==> src/rtl/pong_pkg.sv <==
// Shared definitions for the pong game controller: state encoding,
// default game parameters and the hold-timer width.
package pong_pkg;

  typedef enum logic [1:0] {
    ST_NEWGAME = 2'b00,
    ST_PLAY    = 2'b01,
    ST_NEWBALL = 2'b10,
    ST_OVER    = 2'b11
  } state_t;

  localparam int TIMER_W          = 7;
  localparam int START_LIVES_DEF  = 3;
  localparam int DELAY_FRAMES_DEF = 120;

endpackage

==> src/rtl/pong_bcd_counter.sv <==
// Two-digit BCD score counter, increments once per inc pulse and
// saturates at 99; clr has priority over inc.
module pong_bcd_counter (
  input  logic       clk,
  input  logic       clr,
  input  logic       inc,
  output logic [3:0] d1,
  output logic [3:0] d0
);

  logic [3:0] r_d1;
  logic [3:0] r_d0;
  logic       w_at_max;

  assign w_at_max = (r_d1 == 4'd9) && (r_d0 == 4'd9);

  always_ff @(posedge clk) begin
    if (clr) begin
      r_d1 <= 4'd0;
      r_d0 <= 4'd0;
    end else if (inc && !w_at_max) begin
      if (r_d0 == 4'd9) begin
        r_d0 <= 4'd0;
        r_d1 <= r_d1 + 4'd1;
      end else begin
        r_d0 <= r_d0 + 4'd1;
      end
    end
  end

  assign d1 = r_d1;
  assign d0 = r_d0;

endmodule

==> src/rtl/pong_game_ctrl.sv <==
// Pong game controller: edge-detected inputs, game FSM, lives counter,
// frame-based hold timer and BCD score.
module pong_game_ctrl
  import pong_pkg::*;
#(
  parameter int START_LIVES  = START_LIVES_DEF,
  parameter int DELAY_FRAMES = DELAY_FRAMES_DEF
) (
  input  logic       clk,
  input  logic       reset,
  input  logic       frame_tick,
  input  logic [1:0] btn_left,
  input  logic [1:0] btn_right,
  input  logic       hit,
  input  logic       miss,
  output logic       gra_still,
  output logic [1:0] game_state,
  output logic [3:0] score_d1,
  output logic [3:0] score_d0,
  output logic [1:0] lives,
  output logic       timer_busy
);

  localparam logic [1:0]         LIVES_INIT = 2'(START_LIVES);
  localparam logic [TIMER_W-1:0] TIMER_LOAD = TIMER_W'(DELAY_FRAMES);

  state_t             r_state;
  state_t             w_state_nxt;
  logic [1:0]         r_lives;
  logic [1:0]         w_lives_nxt;
  logic [TIMER_W-1:0] r_timer;
  logic [TIMER_W-1:0] w_timer_nxt;
  logic               r_hit_p0;
  logic               r_miss_p0;
  logic               r_start_p0;
  logic               w_start;
  logic               w_hit_edge;
  logic               w_miss_edge;
  logic               w_start_edge;
  logic               w_clr;
  logic               w_inc;
  logic               w_timer_zero;

  assign w_start      = |{btn_left, btn_right};
  assign w_hit_edge   = hit && !r_hit_p0;
  assign w_miss_edge  = miss && !r_miss_p0;
  assign w_start_edge = w_start && !r_start_p0;
  assign w_timer_zero = (r_timer == '0);

  always_ff @(posedge clk) begin
    if (reset) begin
      r_state    <= ST_NEWGAME;
      r_lives    <= LIVES_INIT;
      r_timer    <= '0;
      r_hit_p0   <= 1'b0;
      r_miss_p0  <= 1'b0;
      r_start_p0 <= 1'b0;
    end else begin
      r_state    <= w_state_nxt;
      r_lives    <= w_lives_nxt;
      r_timer    <= w_timer_nxt;
      r_hit_p0   <= hit;
      r_miss_p0  <= miss;
      r_start_p0 <= w_start;
    end
  end

  // A miss edge wins over a simultaneous hit edge, so inc is only raised without one.
  always_comb begin
    w_state_nxt = r_state;
    w_lives_nxt = r_lives;
    w_timer_nxt = r_timer;
    w_clr       = 1'b0;
    w_inc       = 1'b0;
    if (frame_tick && !w_timer_zero) w_timer_nxt = r_timer - TIMER_W'(1);
    case (r_state)
      ST_NEWGAME: begin
        if (w_start_edge) begin
          w_state_nxt = ST_PLAY;
          w_clr       = 1'b1;
          w_lives_nxt = LIVES_INIT;
        end
      end
      ST_PLAY: begin
        if (w_miss_edge) begin
          w_timer_nxt = TIMER_LOAD;
          if (r_lives > 2'd1) begin
            w_lives_nxt = r_lives - 2'd1;
            w_state_nxt = ST_NEWBALL;
          end else begin
            w_lives_nxt = 2'd0;
            w_state_nxt = ST_OVER;
          end
        end else if (w_hit_edge) begin
          w_inc = 1'b1;
        end
      end
      ST_NEWBALL: begin
        if (w_start_edge && w_timer_zero) w_state_nxt = ST_PLAY;
      end
      ST_OVER: begin
        if (w_timer_zero) w_state_nxt = ST_NEWGAME;
      end
      default: w_state_nxt = ST_NEWGAME;
    endcase
  end

  pong_bcd_counter u_score (
    .clk (clk),
    .clr (reset || w_clr),
    .inc (w_inc),
    .d1  (score_d1),
    .d0  (score_d0)
  );

  assign game_state = r_state;
  assign gra_still  = (r_state != ST_PLAY);
  assign lives      = r_lives;
  assign timer_busy = !w_timer_zero;

endmodule

==> config.mk <==
export PLATFORM = sky130hd
export DESIGN_NAME = pong_game_ctrl
export DESIGN_NICKNAME = d
export VERILOG_FILES = /design/src/rtl/pong_pkg.sv /design/src/rtl/pong_bcd_counter.sv /design/src/rtl/pong_game_ctrl.sv
export SDC_FILE = /design/constraint.sdc
export NUM_CORES = 1
export LEC_CHECK = 0
export CELL_PAD_IN_SITES_DETAIL_PLACEMENT = 0
export CELL_PAD_IN_SITES_GLOBAL_PLACEMENT = 1
export CORE_MARGIN = 2
export CORE_UTILIZATION = 25
export CTS_BUF_LIST = sky130_fd_sc_hd__clkbuf_16
export CTS_CLUSTER_SIZE = 10
export DETAILED_ROUTE_END_ITERATION = 10
export HOLD_SLACK_MARGIN = 0.15
export PLACE_DENSITY = 0.63
export SLEW_MARGIN = 0
export SYNTH_ARGS = -nofsm -noshare
export SYNTH_HDL_FRONTEND = slang
export SYNTH_SLANG_ARGS = --single-unit
export TNS_END_PERCENT = 50
==> constraint.sdc <==
create_clock -name clk -period 3.2 [get_ports clk]
set_clock_uncertainty 0.1 [all_clocks]
set_input_delay 0.96 -clock clk [delete_from_list [all_inputs] [get_ports clk]]
set_output_delay 0.96 -clock clk [all_outputs]
set_load 0.005 [all_outputs]
Yosys cells after proc, flatten, opt, wreduce, memory -nomap -nowiden:

Cells that the tools add are included.

* input port bits: 9
* flip-flop bits (word level): 22

* reduce and logical (&&, ||, !) cells: 20
* mux-type cells: 19
* equal/unequal tests: 10
* $add $sub $neg: 4
* order comparisons: 1

Operator list (number)
* $mux 7: 3
* $mux 2: 7
* $add 4x1->4 const B: 2
* $eq 4x4->1 const B: 2
* $ne 2x2->1 const B: 4
* $pmux 2 s4: 1
* $logic_and 1x1->1: 7
* $logic_not 7->1: 1
* $sub 7x1->7 const B: 1
* $mux 1: 6
* $logic_not 1->1: 5
* $eq 2x2->1 const B: 2
* $mux 4: 1
* $pmux 2 s2: 1
* $reduce_and 4->1: 1
* $reduce_or 4->1: 1
* $reduce_and 3->1: 1
* $eq 2x1->1 const B: 1
* $gt 2x1->1 const B: 1
* $logic_not 2->1: 1
* $ne 2x1->1 const B: 1
* $reduce_and 2->1: 1
* $reduce_bool 2->1: 1
* $sub 2x1->2 const B: 1
* $logic_or 1x1->1: 1

Depth between registers and ports, before layout:

Gate-level depths: netlist (run 1).

* word-level depth: 7
* gate-level depth with buffers: 6
* depth with buffers taken out: 6

Hierarchy:

From an unflattened synthesis (run 1), not the netlist that was laid out.

* cells, all modules: 123
* area total of the unflattened synthesis: 1114.8 µm²

Modules (own cells, without submodules)
* pong_game_ctrl: cells each 76, sequential area each 280.3 µm², times used 1, area an instance 670.6 µm²
* pong_bcd_counter: cells each 47, sequential area each 160.2 µm², times used 1, area an instance 444.2 µm²

Worst setup path before layout (run 1):

Ideal clock, no wire load.

* kind: input -> register
* start point: input port frame_tick
* end point: register r_timer[5]
* setup slack: 969 ps
* setup time: 132 ps
* cell stages on the path: 4
* arrival time: 1998 ps
* data required time: 2968 ps
* path through: or4b_4 -> a2111oi_2 -> xnor2_1 -> a21oi_1

* word-level cells in the longest chain between the ends: 4

Ends and longest elaborated chain
* start: declaration: RTL line pong_game_ctrl.sv:11 `input logic frame_tick,`
* $logic_and 1x1->1 *: RTL line pong_game_ctrl.sv:75 `if (frame_tick && !w_timer_zero) w_timer_nxt = r_timer - TIMER_W'(1);`
* $mux 7 *: RTL line pong_game_ctrl.sv:75
* $mux 7: RTL line pong_game_ctrl.sv:85 `if (w_miss_edge) begin`
* $mux 7 *: RTL line pong_game_ctrl.sv:76 `case (r_state)`
* end signal: assignment: RTL line pong_game_ctrl.sv:61 `r_timer <= w_timer_nxt;`
* end: declaration: RTL line pong_game_ctrl.sv:31 `logic [TIMER_W-1:0] r_timer;`

Every way passes the cells marked *; elsewhere a longest branch is shown, timed or not.
A chain may end at the register's enable or synchronous reset.

Worst setup path in the final report (run 1):

* start point: register r_timer[0]
* end point: output port timer_busy

* word-level cells in the longest chain between the ends: 2

Ends and longest elaborated chain
* $logic_not 7->1: RTL line pong_game_ctrl.sv:48 `assign w_timer_zero = (r_timer == '0);`
* $logic_not 1->1: RTL line pong_game_ctrl.sv:119 `assign timer_busy = !w_timer_zero;`
* end: declaration: RTL line pong_game_ctrl.sv:21 `output logic timer_busy`

No other way between the ends.

==> flow_summary.toml, run 1 <==
[global_routing]
first_global_vias = 951
grt.met2_usage = 0.172
antenna_found_initial = 0
grt_max_degree = 14
grt_pass1_wl_mm = 4.48
busiest_layer = "met2"
grt.total_usage = 0.113
use_met3 = 0.0291
globalRouteMet1Util = 0.150
grt_remaining_overflow = 0

[timing]
post-route-period-util = 0.938
finalSetupViolCount = 0
tightest_slew_ns = 0.439
rsz0062_at_grt = "no"
hold_violations = 0
fmax_ghz = 0.333
slew_viol_final = 0
final.setup.tns_ns = 0
max-slew-margin-rel = 0.706
min_period_ns = 3.00

[outcome]
status = "finished, final reports clean"

[cells_and_area]
fin_cells = 196
final_cell_area_um2 = 1440
final_nets = 160
antenna_cells = 0
syn2layout_area_growth_pct = 33.1
post-route-util = 0.352
drive_above_1_share = 0.0548

[routing]
drc = 0
wirelength_mm = 2.63
antenna_left = 0
via_count = 990
wl_per_cell_um = 13.4
routed_via_density = 5.05
firstDrtPassIters = 4
drt_iter0_drc = 22

[yosys]
syn_inst = 122
synth.cell_area_um2 = 1080
yosys_warnings = 0
syn_area_per_cell_um2 = 8.86
ys_types = 43
ys_ff_latch = 22
synth_fp_nets = 135
seq_area_frac_synth = 0.407

[hold_path]
holdCritPathClass = "flip-flop to flip-flop"
hold_path.startpoint = "lives[1]"

[setup_path]
crit_start = "r_timer[0]"
reg2reg_from = "r_timer[0]"
cp-start-kind = "flip-flop"
critPathArrivalTime_ns = 1.94
crit_required_ns = 2.14
crit_type = "flip-flop to output pin"
end_kind = "output pin"
crit_fanout = 7

[cts]
worst_skew_pair.late_latency_ns = 0.25
cts.clk_slew.worst_paths_ns = 0.06
clk_path_buf_depth = 2
ctsRootBufferMaster = "clkbuf_16"
cts_tree = "done"
cts_hold_buf = 0
post_cts_buffers = 0
cts_buffers = 3
cts_htree_levels = 1
cts_resized = 0
cts_sinks = 22

[placed_design]
dp.cells = 192
gp_congestion = 0.794
place_area_um2 = 1360
numPortBuffers = 22
hpwlAfterDp_mm = 1.98

[floorplanning]
initial_core_util = 0.265
core.rowCount = 23
die_w_um = 69.8
dieHeight_um = 69.8
dieArea_um2 = 4870
coreArea_um2 = 4090
io_pins = 23

[power_and_ir_drop]
p_total_uw = 992
power.leakage_nw = 0.516
cellPowerDensity_nw_per_um2 = 690
vdd_drop_max_mv = 0.213

[job]
cap_violations = 0
-- final timing paths --
check	endpoint	slack (ns)	depth (start not counted)
setup / recovery	timer_busy	0.20	5
hold / removal	lives[1]	0.41	2
setup reg to reg	game_state[0]	1.25	6
hold reg to reg	lives[1]	0.41	2
-- synth_stat cells --
library cell	instances	area share
dfxtp_1	22	0.41
a21oi_1	15	0.069
nand2_1	9	0.031
nor2_1	7	0.024
inv_1	6	0.021
nor3_1	5	0.023
ha_1	4	0.046
o21ai_0	4	0.019
xnor2_1	4	0.032
clkbuf_1	3	0.010
nand2b_1	3	0.017
nand3_1	3	0.014
nor4_1	3	0.017
or3_1	3	0.017
nand4_1	2	0.012
nor2b_1	2	0.012
a2111o_1	1	0.010
a2111oi_0	1	0.0081
a2111oi_2	1	0.014
a211oi_1	1	0.0069
a21boi_1	1	0.0069
a21o_1	1	0.0069
a311oi_1	1	0.0081
a31o_1	1	0.0081
a31oi_1	1	0.0058
and2_1	1	0.0058
and3_1	1	0.0058
and3b_1	1	0.0081
and4bb_1	1	0.012
mux2i_1	1	0.0093
nand3b_1	1	0.0069
nor4b_1	1	0.0081
nor4b_4	1	0.022
o211ai_1	1	0.0069
o21a_1	1	0.0069
o21ai_1	1	0.0046
o311ai_0	1	0.0081
o31a_1	1	0.0081
or2_0	1	0.0058
or2_2	1	0.0058
or4_1	1	0.0069
or4b_4	1	0.013
xor2_1	1	0.0081
-- kinds of logic after synthesis --
logic type,count (synthesis),synth area share
mux,1,0.00926
buf+inv,9,0.0312
compound gates,33,0.198
fa+ha+maj,4,0.0463
simple gates,48,0.267
flops,22,0.407
xor+xnor,5,0.0405
-- area by class of cell --
class	count	area, µm²
Fill cell	445	2650
Multi-Input combinational cell	91	607
Sequential cell	22	440
Timing Repair Buffer	23	228
Clock buffer	3	75.1
Tap cell	50	62.6
Inverter	6	22.5
Clock inverter	1	3.75
-- power by group --
part	leakage, nW	internal, mW	switching, mW
Combinational	0.297	0.180	0.171
Sequential	0.180	0.321	0.0579
Clock	0.0385	0.167	0.0963
-- metal layers --
metal	part of all wire	wire, µm	up-vias
li1	-	-	492
met1	0.48	1250	468
met2	0.46	1200	26
met3	0.050	132	4
met4	0.016	41	0
met5	0	0	-
-- metrics by stage --
stage / worst slack (ns) / hold slack (ns)
floorplan: 0.969 / 0.381
global placement: 0.403 / 0.401
detailed placement: 0.386 / 0.391
CTS: 0.180 / 0.402
global route: 0.0600 / 0.439
finish: 0.200 / 0.413
-- registers in the layout, summed over array words and instances, names as in the netlist --
name,count
r_start_p0,1
r_miss_p0,1
game_state,2
lives,2
r_timer,7
u_score.d1,4
u_score.d0,4
r_hit_p0,1
-- cell usage in the layout, fill, tap and decap left out, types with 2 or more instances in the layout --
| master | Yosys | routed |
|---|---|---|
| nor4_1 | 3 | 3 |
| nor3_1 | 5 | 5 |
| nand2_1 | 9 | 9 |
| nand2b_1 | 3 | 3 |
| or3_1 | 3 | 3 |
| nand4_1 | 2 | 2 |
| ha_1 | 4 | 4 |
| clkdlybuf4s50_1 | 0 | 22 |
| dfxtp_1 | 22 | 22 |
| clkbuf_16 | 0 | 3 |
| nor2_1 | 7 | 7 |
| nor2b_1 | 2 | 2 |
| a21oi_1 | 15 | 15 |
| xnor2_1 | 4 | 4 |
| inv_1 | 6 | 6 |
| o21ai_0 | 4 | 4 |
| nand3_1 | 3 | 3 |
-- worst max-delay path, stage by stage, from the launching register on --
cell             delay, ns
dfxtp_1               0.33
inv_1                 0.08
ha_1                  0.17
nor4b_4               0.40
nand2_1               0.21
clkdlybuf4s50_1       0.49
Power figures use the tool's default switching activity.
==> run 2, diff against run 1 <==
--- a/config.mk
+++ b/config.mk
@@ -8,12 +8,12 @@
 export CELL_PAD_IN_SITES_DETAIL_PLACEMENT = 0
 export CELL_PAD_IN_SITES_GLOBAL_PLACEMENT = 1
 export CORE_MARGIN = 2
-export CORE_UTILIZATION = 25
+export CORE_UTILIZATION = 39
 export CTS_BUF_LIST = sky130_fd_sc_hd__clkbuf_16
 export CTS_CLUSTER_SIZE = 10
 export DETAILED_ROUTE_END_ITERATION = 10
 export HOLD_SLACK_MARGIN = 0.15
-export PLACE_DENSITY = 0.63
+export PLACE_DENSITY = 0.88
 export SLEW_MARGIN = 0
 export SYNTH_ARGS = -nofsm -noshare
 export SYNTH_HDL_FRONTEND = slang
==> flow_summary.toml, run 2 (synthesized netlist as in run 1, its figures left out) <==
[cts]
post_cts_buffers = 0
cts_htree_levels = 1
clk_path_buf_depth = 2
cts_buffers = 3
ctsRootBufferMaster = "clkbuf_16"
cts.clk_slew.worst_paths_ns = 0.06
worst_skew_pair.late_latency_ns = 0.25
cts_resized = 0
cts_sinks = 22
cts_hold_buf = 0
cts_tree = "done"

[timing]
max-slew-margin-rel = 0.706
finalSetupViolCount = 0
fmax_ghz = 0.336
post-route-period-util = 0.931
min_period_ns = 2.98
slew_viol_final = 0
hold_violations = 0
final.setup.tns_ns = 0
tightest_slew_ns = 0.440
rsz0062_at_grt = "no"

[cells_and_area]
final_cell_mix = "dfxtp_1, clkdlybuf4s50_1, a21oi_1"
fin_cells = 177
multi_input_area_um2 = 607
antenna_cells = 0
regMostFlops = "r_timer"
largest_reg_flops = 7
regArea_um2 = 440
syn2layout_area_growth_pct = 30.9
final_nets = 160
drive_above_1_share = 0.0548
fillers = 242

[placed_design]
dp.cells = 173
numPortBuffers = 22
gp_congestion = 0.814
hpwlAfterDp_mm = 1.65

[setup_path]
critPathMaxStageDelay_ns = 0.49
end_kind = "output pin"
critPathSlowestCell = "clkdlybuf4s50_1"
critPathArrivalTime_ns = 1.92
crit_start = "r_timer[0]"
crit_required_ns = 2.14
crit_type = "flip-flop to output pin"
crit_fanout = 7
cp-start-kind = "flip-flop"
crit_chain = "inv_1, ha_1, nor4b_4, nand2_1, clkdlybuf4s50_1"
reg2reg_from = "u_score.d1[1]"

[floorplanning]
io_pins = 23
core.rowCount = 19
die_w_um = 56.7
coreArea_um2 = 2690
dieArea_um2 = 3210
initial_core_util = 0.402
dieHeight_um = 56.7

[global_routing]
grt_remaining_overflow = 0
first_global_vias = 933
grt.total_usage = 0.156
antenna_found_initial = 0
grt_pass1_wl_mm = 4.04
grt_max_degree = 14

[power_and_ir_drop]
power.leakage_nw = 0.516
vdd_drop_max_mv = 0.369
cellPowerDensity_nw_per_um2 = 698

[hold_path]
hold_path.startpoint = "lives[1]"
holdCritPathClass = "flip-flop to flip-flop"

[routing]
antenna_left = 0
wirelength_mm = 2.24
firstDrtPassIters = 4
via_count = 948
wl_per_cell_um = 12.6
routed_via_density = 5.36
drc = 0
drt_iter0_drc = 9

[outcome]
status = "finished, final reports clean"

[job]
cap_violations = 0
[run 2: cell counts in the layout (fill, tap and decap cells not counted)]
Identical to the previous run, type by type.
[run 2: layout make-up]
cell class,count,area share
multi-input cells,91,0.429
inverters,6,0.0159
clock inverters,1,0.00265
repair buffers,23,0.161
well taps,31,0.0274
clock buffers,3,0.0531
flip-flops and latches,22,0.311
[run 2: worst paths after layout]
kind              depth (start not counted)  slack, ns       endpoint
setup reg to reg                          6       1.29  u_score.d1[3]
hold reg to reg                           2       0.41       lives[1]
hold / removal                            2       0.41       lives[1]
setup / recovery                          5       0.22     timer_busy
[run 2: power breakdown]
group          total (mW)  switching, mW  internal [mW]
combinational       0.347          0.168          0.179
clock               0.261         0.0943          0.166
sequential          0.380         0.0588          0.321
[run 2: worst max-delay path, delay by kind of cell (launching register included)]
family / cells / cell delay, ns
fa+ha+maj: 1 / 0.15
buf+inv: 2 / 0.58
flops: 1 / 0.33
simple gates: 2 / 0.60
[run 2: metrics by stage]
step / utilization / hold slack, ns / worst slack, ns / area, µm² / power (mW)
floorplan: - / 0.381 / 0.969 / 1080 / 0.622
global placement: 0.497 / 0.394 / 0.429 / 1340 / 0.717
detailed placement: 0.497 / 0.407 / 0.403 / 1340 / 0.726
CTS: 0.527 / 0.413 / 0.211 / 1420 / 0.995
global route: 0.527 / 0.436 / 0.103 / 1420 / 1.06
finish: 0.527 / 0.408 / 0.222 / 1420 / 0.987
[run 2: routing by layer]
metal,share of wire,track usage,up-vias,wire length (µm)
met1,0.49,0.212,430,1090
met2,0.47,0.251,19,1060
met4,0.0058,0.0612,0,13
met3,0.031,0.0207,2,70
met5,0,0,-,0
li1,-,-,497,-
